### config.mk
export PLATFORM = sky130hd
export DESIGN_NAME = oneshot_multi_flat
export DESIGN_NICKNAME = d
export VERILOG_FILES = /design/src/rtl/oneshot_multi_if.sv /design/src/rtl/oneshot_multi.sv /design/src/flat_wrapper.sv
export SDC_FILE = /design/constraint.sdc
export NUM_CORES = 1
export LEC_CHECK = 0
export ABC_AREA = 1
export CAP_MARGIN = 30
export CORE_MARGIN = 2
export CORE_UTILIZATION = 58
export CTS_CLUSTER_SIZE = 25
export DETAILED_ROUTE_END_ITERATION = 16
export PLACE_DENSITY = 0.81
export SETUP_SLACK_MARGIN = 0.05
export SLEW_MARGIN = 5
export SYNTH_ARGS = -nofsm -noshare
export SYNTH_HDL_FRONTEND = slang
export SYNTH_SLANG_ARGS = --single-unit
### constraint.sdc
create_clock -name clk -period 1.7 [get_ports clk]
set_clock_uncertainty 0.05 [all_clocks]
set_input_delay 0.17 -clock clk [delete_from_list [all_inputs] [get_ports clk]]
set_output_delay 0.17 -clock clk [all_outputs]
set_load 0.01 [all_outputs]
### src/rtl/oneshot_multi_if.sv
// oneshot_multi_if: control and pulse bundle for oneshot_multi.
// master drives triggers and config; slave returns pulses and arm state.
interface oneshot_multi_if #(
  parameter int CHANNELS = 4,
  parameter int WIDTH    = 9
);
  logic                ce;
  logic [CHANNELS-1:0] trigger;
  logic [CHANNELS-1:0] retrig;
  logic [CHANNELS-1:0] rearm;
  logic [WIDTH-1:0]    duration;
  logic [CHANNELS-1:0] q;
  logic [CHANNELS-1:0] armed;
  logic                any_q;

  modport master (
    output ce, trigger, retrig, rearm, duration,
    input  q, armed, any_q
  );

  modport slave (
    input  ce, trigger, retrig, rearm, duration,
    output q, armed, any_q
  );
endinterface

### src/rtl/oneshot_multi.sv
// oneshot_multi: multi-channel ce-gated one-shot pulse generator.
// Define ONESHOT_MULTI_SYNC_EN to add a 2-stage trigger synchroniser.
module oneshot_multi #(
  parameter int CHANNELS = 4,
  parameter int WIDTH    = 9
) (
  input  logic           clk,
  input  logic           reset_n,
  oneshot_multi_if.slave bus
);

  typedef logic [WIDTH-1:0] cnt_t;
  localparam cnt_t ONE  = cnt_t'(1);
  localparam cnt_t ZERO = '0;

  logic [CHANNELS-1:0] trig_in;

`ifdef ONESHOT_MULTI_SYNC_EN
  logic [CHANNELS-1:0] sync1_q;
  logic [CHANNELS-1:0] sync2_q;

  // Reset high so a trigger held through reset never looks like an edge.
  always_ff @(posedge clk or negedge reset_n) begin
    if (!reset_n) begin
      sync1_q <= '1;
      sync2_q <= '1;
    end else if (bus.ce) begin
      sync1_q <= bus.trigger;
      sync2_q <= sync1_q;
    end
  end

  assign trig_in = sync2_q;
`else
  assign trig_in = bus.trigger;
`endif

  logic [CHANNELS-1:0]            s_q, s_d;
  logic [CHANNELS-1:0]            q_q, q_d;
  logic [CHANNELS-1:0]            armed_q, armed_d;
  logic [CHANNELS-1:0][WIDTH-1:0] c_q, c_d;
  logic                           any_q_q, any_q_d;
  logic [CHANNELS-1:0]            edg;
  logic [CHANNELS-1:0]            fire;
  cnt_t                           eff_dur;

  assign eff_dur = (bus.duration == ZERO) ? ONE : bus.duration;

  always_comb begin
    s_d     = s_q;
    q_d     = q_q;
    armed_d = armed_q;
    c_d     = c_q;
    edg     = '0;
    fire    = '0;
    if (bus.ce) begin
      edg = trig_in & ~s_q;
      s_d = trig_in;
      for (int i = 0; i < CHANNELS; i++) begin
        fire[i] = edg[i] & armed_q[i]
                & (bus.retrig[i] | ~q_q[i]);
        if (fire[i]) begin
          q_d[i] = 1'b1;
          c_d[i] = eff_dur - ONE;
          if (!bus.retrig[i])
            armed_d[i] = 1'b0;
        end else if (q_q[i]) begin
          if (c_q[i] == ZERO)
            q_d[i] = 1'b0;
          else
            c_d[i] = c_q[i] - ONE;
        end
        // A same-tick rearm loses to a successful fire.
        if (bus.rearm[i] && !fire[i])
          armed_d[i] = 1'b1;
      end
    end
    any_q_d = |q_d;
  end

  always_ff @(posedge clk or negedge reset_n) begin
    if (!reset_n) begin
      s_q     <= '1;
      q_q     <= '0;
      armed_q <= '1;
      c_q     <= '0;
      any_q_q <= 1'b0;
    end else begin
      s_q     <= s_d;
      q_q     <= q_d;
      armed_q <= armed_d;
      c_q     <= c_d;
      any_q_q <= any_q_d;
    end
  end

  assign bus.q     = q_q;
  assign bus.armed = armed_q;
  assign bus.any_q = any_q_q;

endmodule

### src/flat_wrapper.sv
// flat-port wrapper written by rule: the top's interface ports become plain ports
module oneshot_multi_flat 
#(
  parameter int CHANNELS = 4,
  parameter int WIDTH    = 9
)
  (clk, reset_n, bus_ce, bus_trigger, bus_retrig, bus_rearm, bus_duration, bus_q, bus_armed, bus_any_q);
  oneshot_multi_if #(.CHANNELS(CHANNELS), .WIDTH(WIDTH)) bus_i ();
  input  logic clk;
  input  logic reset_n;
  input wire logic [$bits(bus_i.ce)-1:0] bus_ce;
  input wire logic [$bits(bus_i.trigger)-1:0] bus_trigger;
  input wire logic [$bits(bus_i.retrig)-1:0] bus_retrig;
  input wire logic [$bits(bus_i.rearm)-1:0] bus_rearm;
  input wire logic [$bits(bus_i.duration)-1:0] bus_duration;
  output wire logic [$bits(bus_i.q)-1:0] bus_q;
  output wire logic [$bits(bus_i.armed)-1:0] bus_armed;
  output wire logic [$bits(bus_i.any_q)-1:0] bus_any_q;
  assign bus_i.ce = bus_ce;
  assign bus_i.trigger = bus_trigger;
  assign bus_i.retrig = bus_retrig;
  assign bus_i.rearm = bus_rearm;
  assign bus_i.duration = bus_duration;
  assign bus_q = bus_i.q;
  assign bus_armed = bus_i.armed;
  assign bus_any_q = bus_i.any_q;
  oneshot_multi #(.CHANNELS(CHANNELS), .WIDTH(WIDTH)) u_core (.clk(clk), .reset_n(reset_n), .bus(bus_i));
endmodule
* Yosys cells after proc, flatten, opt, wreduce, memory -nomap -nowiden
Cells that the tools add are included.
Word-level totals: flip-flop bits (word level) 49, bits in latches 0, memory bits (writable) 0, ROM bits 0, output and inout port bits 9, word-level logic and storage cells 110, memories kept 0
Cells by class: add/subtract/negate cells 5, multiply operators 0, divide/modulo/power cells 0, order comparisons 0, equal/unequal tests 8, shift-type cells 0, muxes and demuxes 38, bitwise gates (word level) 18, reductions and logical operators 30
Operators by type and width (number):
- two-way mux 9 bit | 13
- logical NOT 9 bit | 5
- subtractor 9 x 1 -> 9 bit (second input constant) | 5
- two-way mux 1 bit | 24
- AND reduction 3 bit | 8
- != test 2 x 1 -> 1 bit (second input constant) | 8
- nonzero test 2 bit | 8
- bitwise AND 1 bit | 8
- bitwise AND 4 bit | 1
- logical AND 1 bit | 4
- logical NOT 1 bit | 4
- two-way mux 4 bit | 1
- inverter 1 bit | 4
- inverter 4 bit | 1
- OR 1 bit | 4
- OR reduction 4 bit | 1

* Longest topological paths before layout
depth in word-level cells 8, gate-level depth with buffers 14, depth with buffers taken out 14

* Worst setup path before layout
Ideal clock, no wire load.
path type in2reg, start input port bus_duration[7], end register u_core.c_q[22] in the netlist's numbering, arrival time 1.537 ns, data required time 1.576 ns, setup slack 0.039 ns, stages 13, cell sequence nor2_1 nand4_1 inv_1 nand2_1 nand2_1 inv_1 ha_1 nand2_2 xor2_2 inv_2 o21ai_1 nand2_2 o21ai_2
On the way: longest elaborated chain between the ends 4
Ends and longest elaborated chain:
- from (decl) | line flat_wrapper.sv:15 | input wire logic [$bits(bus_i.duration)-1:0] bus_duration;
- logical NOT 9 bit | line oneshot_multi.sv:47 | assign eff_dur = (bus.duration == ZERO) ? ONE : bus.duration;
- two-way mux 9 bit | line oneshot_multi.sv:47
- subtractor 9 x 1 -> 9 bit | line oneshot_multi.sv:64 | c_d[i] = eff_dur - ONE;
- two-way mux 9 bit | line oneshot_multi.sv:62 | if (fire[i]) begin
- to (signal assigned) | line oneshot_multi.sv:86 | c_q <= '0;
- to (signal assigned) | line oneshot_multi.sv:92 | c_q <= c_d;
- to (decl) | line oneshot_multi.sv:41 | logic [CHANNELS-1:0][WIDTH-1:0] c_q, c_d;
No other way between the ends. A chain may end at the register's enable or synchronous reset.

* Worst setup path after layout
start input port bus_duration[7], end register u_core.c_q[29] in the netlist's numbering
The elaborated chain is that of the path after synthesis.

==> summary.txt <==
Clocking
  • Number of levels the H-tree was split into: 2
  • Sink count of the clock tree: just under 50
  • Worst-Skew Late Latency: approximately 0.31 ns
  • Total CTS buffers: 5
  • Worst-path clk slew: ~0.10 ns
  • Clock Path Buffers: 2
  • Clock tree from TritonCTS: done
  • Root buf cell: sky130_fd_sc_hd__clkbuf_8

Detailed routing
  • Vias: between 3000 and 4000
  • DR WL/cell: between 10 and 15 um
  • Routed Wire Length: approximately 9 mm
  • Via-to-Cell Ratio: 5.36
  • Iteration-0 DRC Markers: about 150
  • Total DRC errors in the routed layout: 0
  • ANT nets after route: 0
  • Number of detailed-routing iterations run before antenna repair: 7

Cells and area
  • Multi-input gate area in the final layout: between 0.0015 and 0.002 mm^2
  • Layout cell share with drive strength beyond 1: approximately 23%
  • End-of-flow core utilization: about 74%
  • Antenna cell count: 0
  • Nets: around 590
  • Growth of design area from synthesis to finish: 25.5%
  • Fillers: about 450
  • Sequential cell area: approximately 0.0012 mm^2

Logic synthesis
  • Number of distinct library cell variants in the gate-level netlist after synthesis: 35
  • Number of synthesized register bits: 49
  • Post-synth net total: slightly above 500
  • Mapped Avg Cell Area: a little over 7 um^2
  • Share of synthesized area occupied by flip-flops and latches: between 30% and 40%
  • Area of the mapped netlist: about 0.0034 mm^2
  • Gate count of the mapped netlist: 481
  • Yosys warning count: 0

Placed design
  • Global placer's final weighted congestion: about 0.9
  • Sum of net half-perimeters after detailed placement: ~6.4 mm
  • IO Port Bufs: 32

STA
  • Normalized max-slew margin: between 70% and 80%
  • Hold Slack: 0.267 ns
  • Tcrit/Tclk final: between 90 and 100%
  • Unrepaired setup endpoints after global routing: false
  • Crit path time final: around 1.6 ns
  • Fin. max-slew vios: 0
  • Final hold violation count: 0
  • Count of final setup violators: 0
  • Maximum clock frequency: between 600 and 700 MHz
  • Worst Max-Slew Pin Slew: roughly 0.44 ns

GRT
  • Global-route wire length before repair: 14.4 mm
  • Via count of the first global-routing pass: 3279
  • Congestion Overflow GR: 0
  • Largest net degree at the start of global routing: 33
  • Total global-route track usage: around 28%
  • Antenna violations before repair: 0

Power
  • Largest voltage drop on the vdd net: about 740 uV
  • Reported leakage power: about 2.2 nW
  • Power density cells: 1320 mW/mm^2

Run status
  • Status: finished clean

Critical path
  • Worst Path Required: approximately 1.9 ns
  • Cell depth of the worst flop-to-flop path: 8
  • Kind of critical path: input port to flop
  • Crit start category: input port
  • R2R Setup Slk: 0.18 ns
  • Launch instance of the worst register-to-register path: u_core.c_q[23]
  • Crit Reg-Reg Endpoint: u_core.bus.any_q
  • Critical path fanouts, max: 3
  • Type of destination of the critical path: flop
  • CP arrival: approximately 1.8 ns

Job
  • # Max-Cap Violations: 0

Die
  • Top-level I/O count: 33
  • Die width: around 81 um
  • # rows: 28
  • Die Outline Area: ~0.0066 mm^2
  • DIE HEIGHT: 81.1 um
  • Core ar.: slightly below 0.006 mm^2
  • Starting density of the core: approximately 60%

Hold path
  • Worst hold path type: input port to asynchronous set/reset pin
-- per-stage QoR --
step                setup WS, ns  instances  instance area, um^2  total power [mW]  TNS (ns)
floorplan                 0.0746        481                 3450              4.08         0
global placement          -0.412        616                 4090              4.69     -6.71
detailed placement        -0.506        616                 4090              4.84     -8.51
CTS                       0.0621        628                 4250              5.60         0
global route              0.0479        630                 4320              6.17         0
finish                    0.0733        630                 4320              5.70         0
-- report_power, final --
group | switching [mW] | internal, mW
Sequential | 0.422 | 1.62
Clock | 0.411 | 0.323
Combinational | 1.72 | 1.20
-- layout make-up --
cell class	count	share of cell area (%)
Multi-Input combinational cell	360	45.7
Tap cell	75	2.17
Clock inverter	1	0.174
Clock buffer	6	1.91
Inverter	62	5.44
Timing Repair Buffer	77	16.0
Sequential cell	49	28.6
-- worst max-delay path, stage by stage --
cell,delay (ns)
sky130_fd_sc_hd__dlygate4sd2_1,0.25
sky130_fd_sc_hd__nor2_2,0.15
sky130_fd_sc_hd__nand4_1,0.14
sky130_fd_sc_hd__inv_1,0.09
sky130_fd_sc_hd__nand2_1,0.07
sky130_fd_sc_hd__nand2_2,0.08
sky130_fd_sc_hd__inv_2,0.04
sky130_fd_sc_hd__ha_4,0.18
sky130_fd_sc_hd__xnor2_2,0.15
sky130_fd_sc_hd__buf_4,0.15
sky130_fd_sc_hd__o21ai_0,0.19
sky130_fd_sc_hd__nand2_1,0.10
sky130_fd_sc_hd__o21ai_2,0.07
-- repair_timing --
item	CTS	global route
hold endpoints to repair	15	0
resized for setup	17	16
hold buffers	1	0
setup buffers	4	2
setup endpoints to repair	23	20
gates cloned	0	0
pin swaps	9	10
-- placed cells by master (no fill, tap or decap), drive strengths merged --
cell type / netlist / layout
clkinvlp: 0 / 1
clkdlybuf4s15: 0 / 1
nand4: 4 / 4
ha: 9 / 9
clkdlybuf4s50: 0 / 18
dfstp: 8 / 8
a21oi: 11 / 11
xnor2: 4 / 4
nor2: 63 / 63
dlymetal6s2s: 0 / 4
nand2: 148 / 148
dlygate4sd2: 0 / 8
nand3: 36 / 36
nor3b: 2 / 2
dfrtp: 41 / 41
buf: 10 / 45
inv: 61 / 61
clkbuf: 0 / 6
a31oi: 1 / 1
clkinv: 1 / 1
o21ai: 57 / 57
xor2: 13 / 13
nand3b: 3 / 3
nor3: 4 / 4
dlygate4sd3: 0 / 1
o211ai: 5 / 5
-- worst max path at each step --
| stage | from | end | slack [ns] | depth (start not counted) |
|---|---|---|---|---|
| floorplan | bus_duration[7] | u_core.c_q[22] | 0.07 | 13 |
| CTS | u_core.bus.armed[1] | bus_armed[1] | 0.06 | 1 |
| finish | bus_duration[7] | u_core.c_q[29] | 0.07 | 13 |
| detailed placement | bus_duration[5] | u_core.c_q[8] | -0.51 | 15 |
| global placement | bus_duration[5] | u_core.c_q[35] | -0.41 | 15 |
| global route | u_core.c_q[11] | u_core.c_q[14] | 0.05 | 8 |
-- kinds of logic after synthesis --
| kind of cell | after synthesis | share of synthesized area [%] |
|---|---|---|
| AND/OR/NAND/NOR | 260 | 34.5 |
| AO/OA/AOI/OAI | 74 | 12.5 |
| buffers and inverters | 72 | 9.08 |
| flip-flops | 49 | 35.9 |
| XOR/XNOR | 17 | 4.76 |
| adder cells (fa/ha/maj) | 9 | 3.27 |
-- registers in the layout (all words and copies together) (netlist names) --
| name | cells |
|---|---|
| u_core.bus.any_q | 1 |
| u_core.bus.armed | 4 |
| u_core.bus.q | 4 |
| u_core.c_q | 36 |
| u_core.s_q | 4 |
-- cell usage after synthesis, drive strengths merged --
library cell,count,share of area (%)
clkinv,1,0.11
nor3b,2,0.44
xor2,13,3.7
inv,61,6.7
dfrtp,41,30
nand3b,3,0.65
buf,10,2.3
ha,9,3.3
nand4,4,1.2
nand2,148,17
nand3,36,6.8
o211ai,5,1.2
nor3,4,0.73
nor2,63,7.8
o21ai,57,9.3
a31oi,1,0.18
dfstp,8,6.1
xnor2,4,1.0
a21oi,11,1.8
-- metal layers --
layer,share of wire [%],track usage [%]
met2,50,50.7
met3,4.4,4.78
met4,3.1,11.9
met5,0,0
met1,42,33.6
No activity file was read; power rests on OpenSTA's default activity.
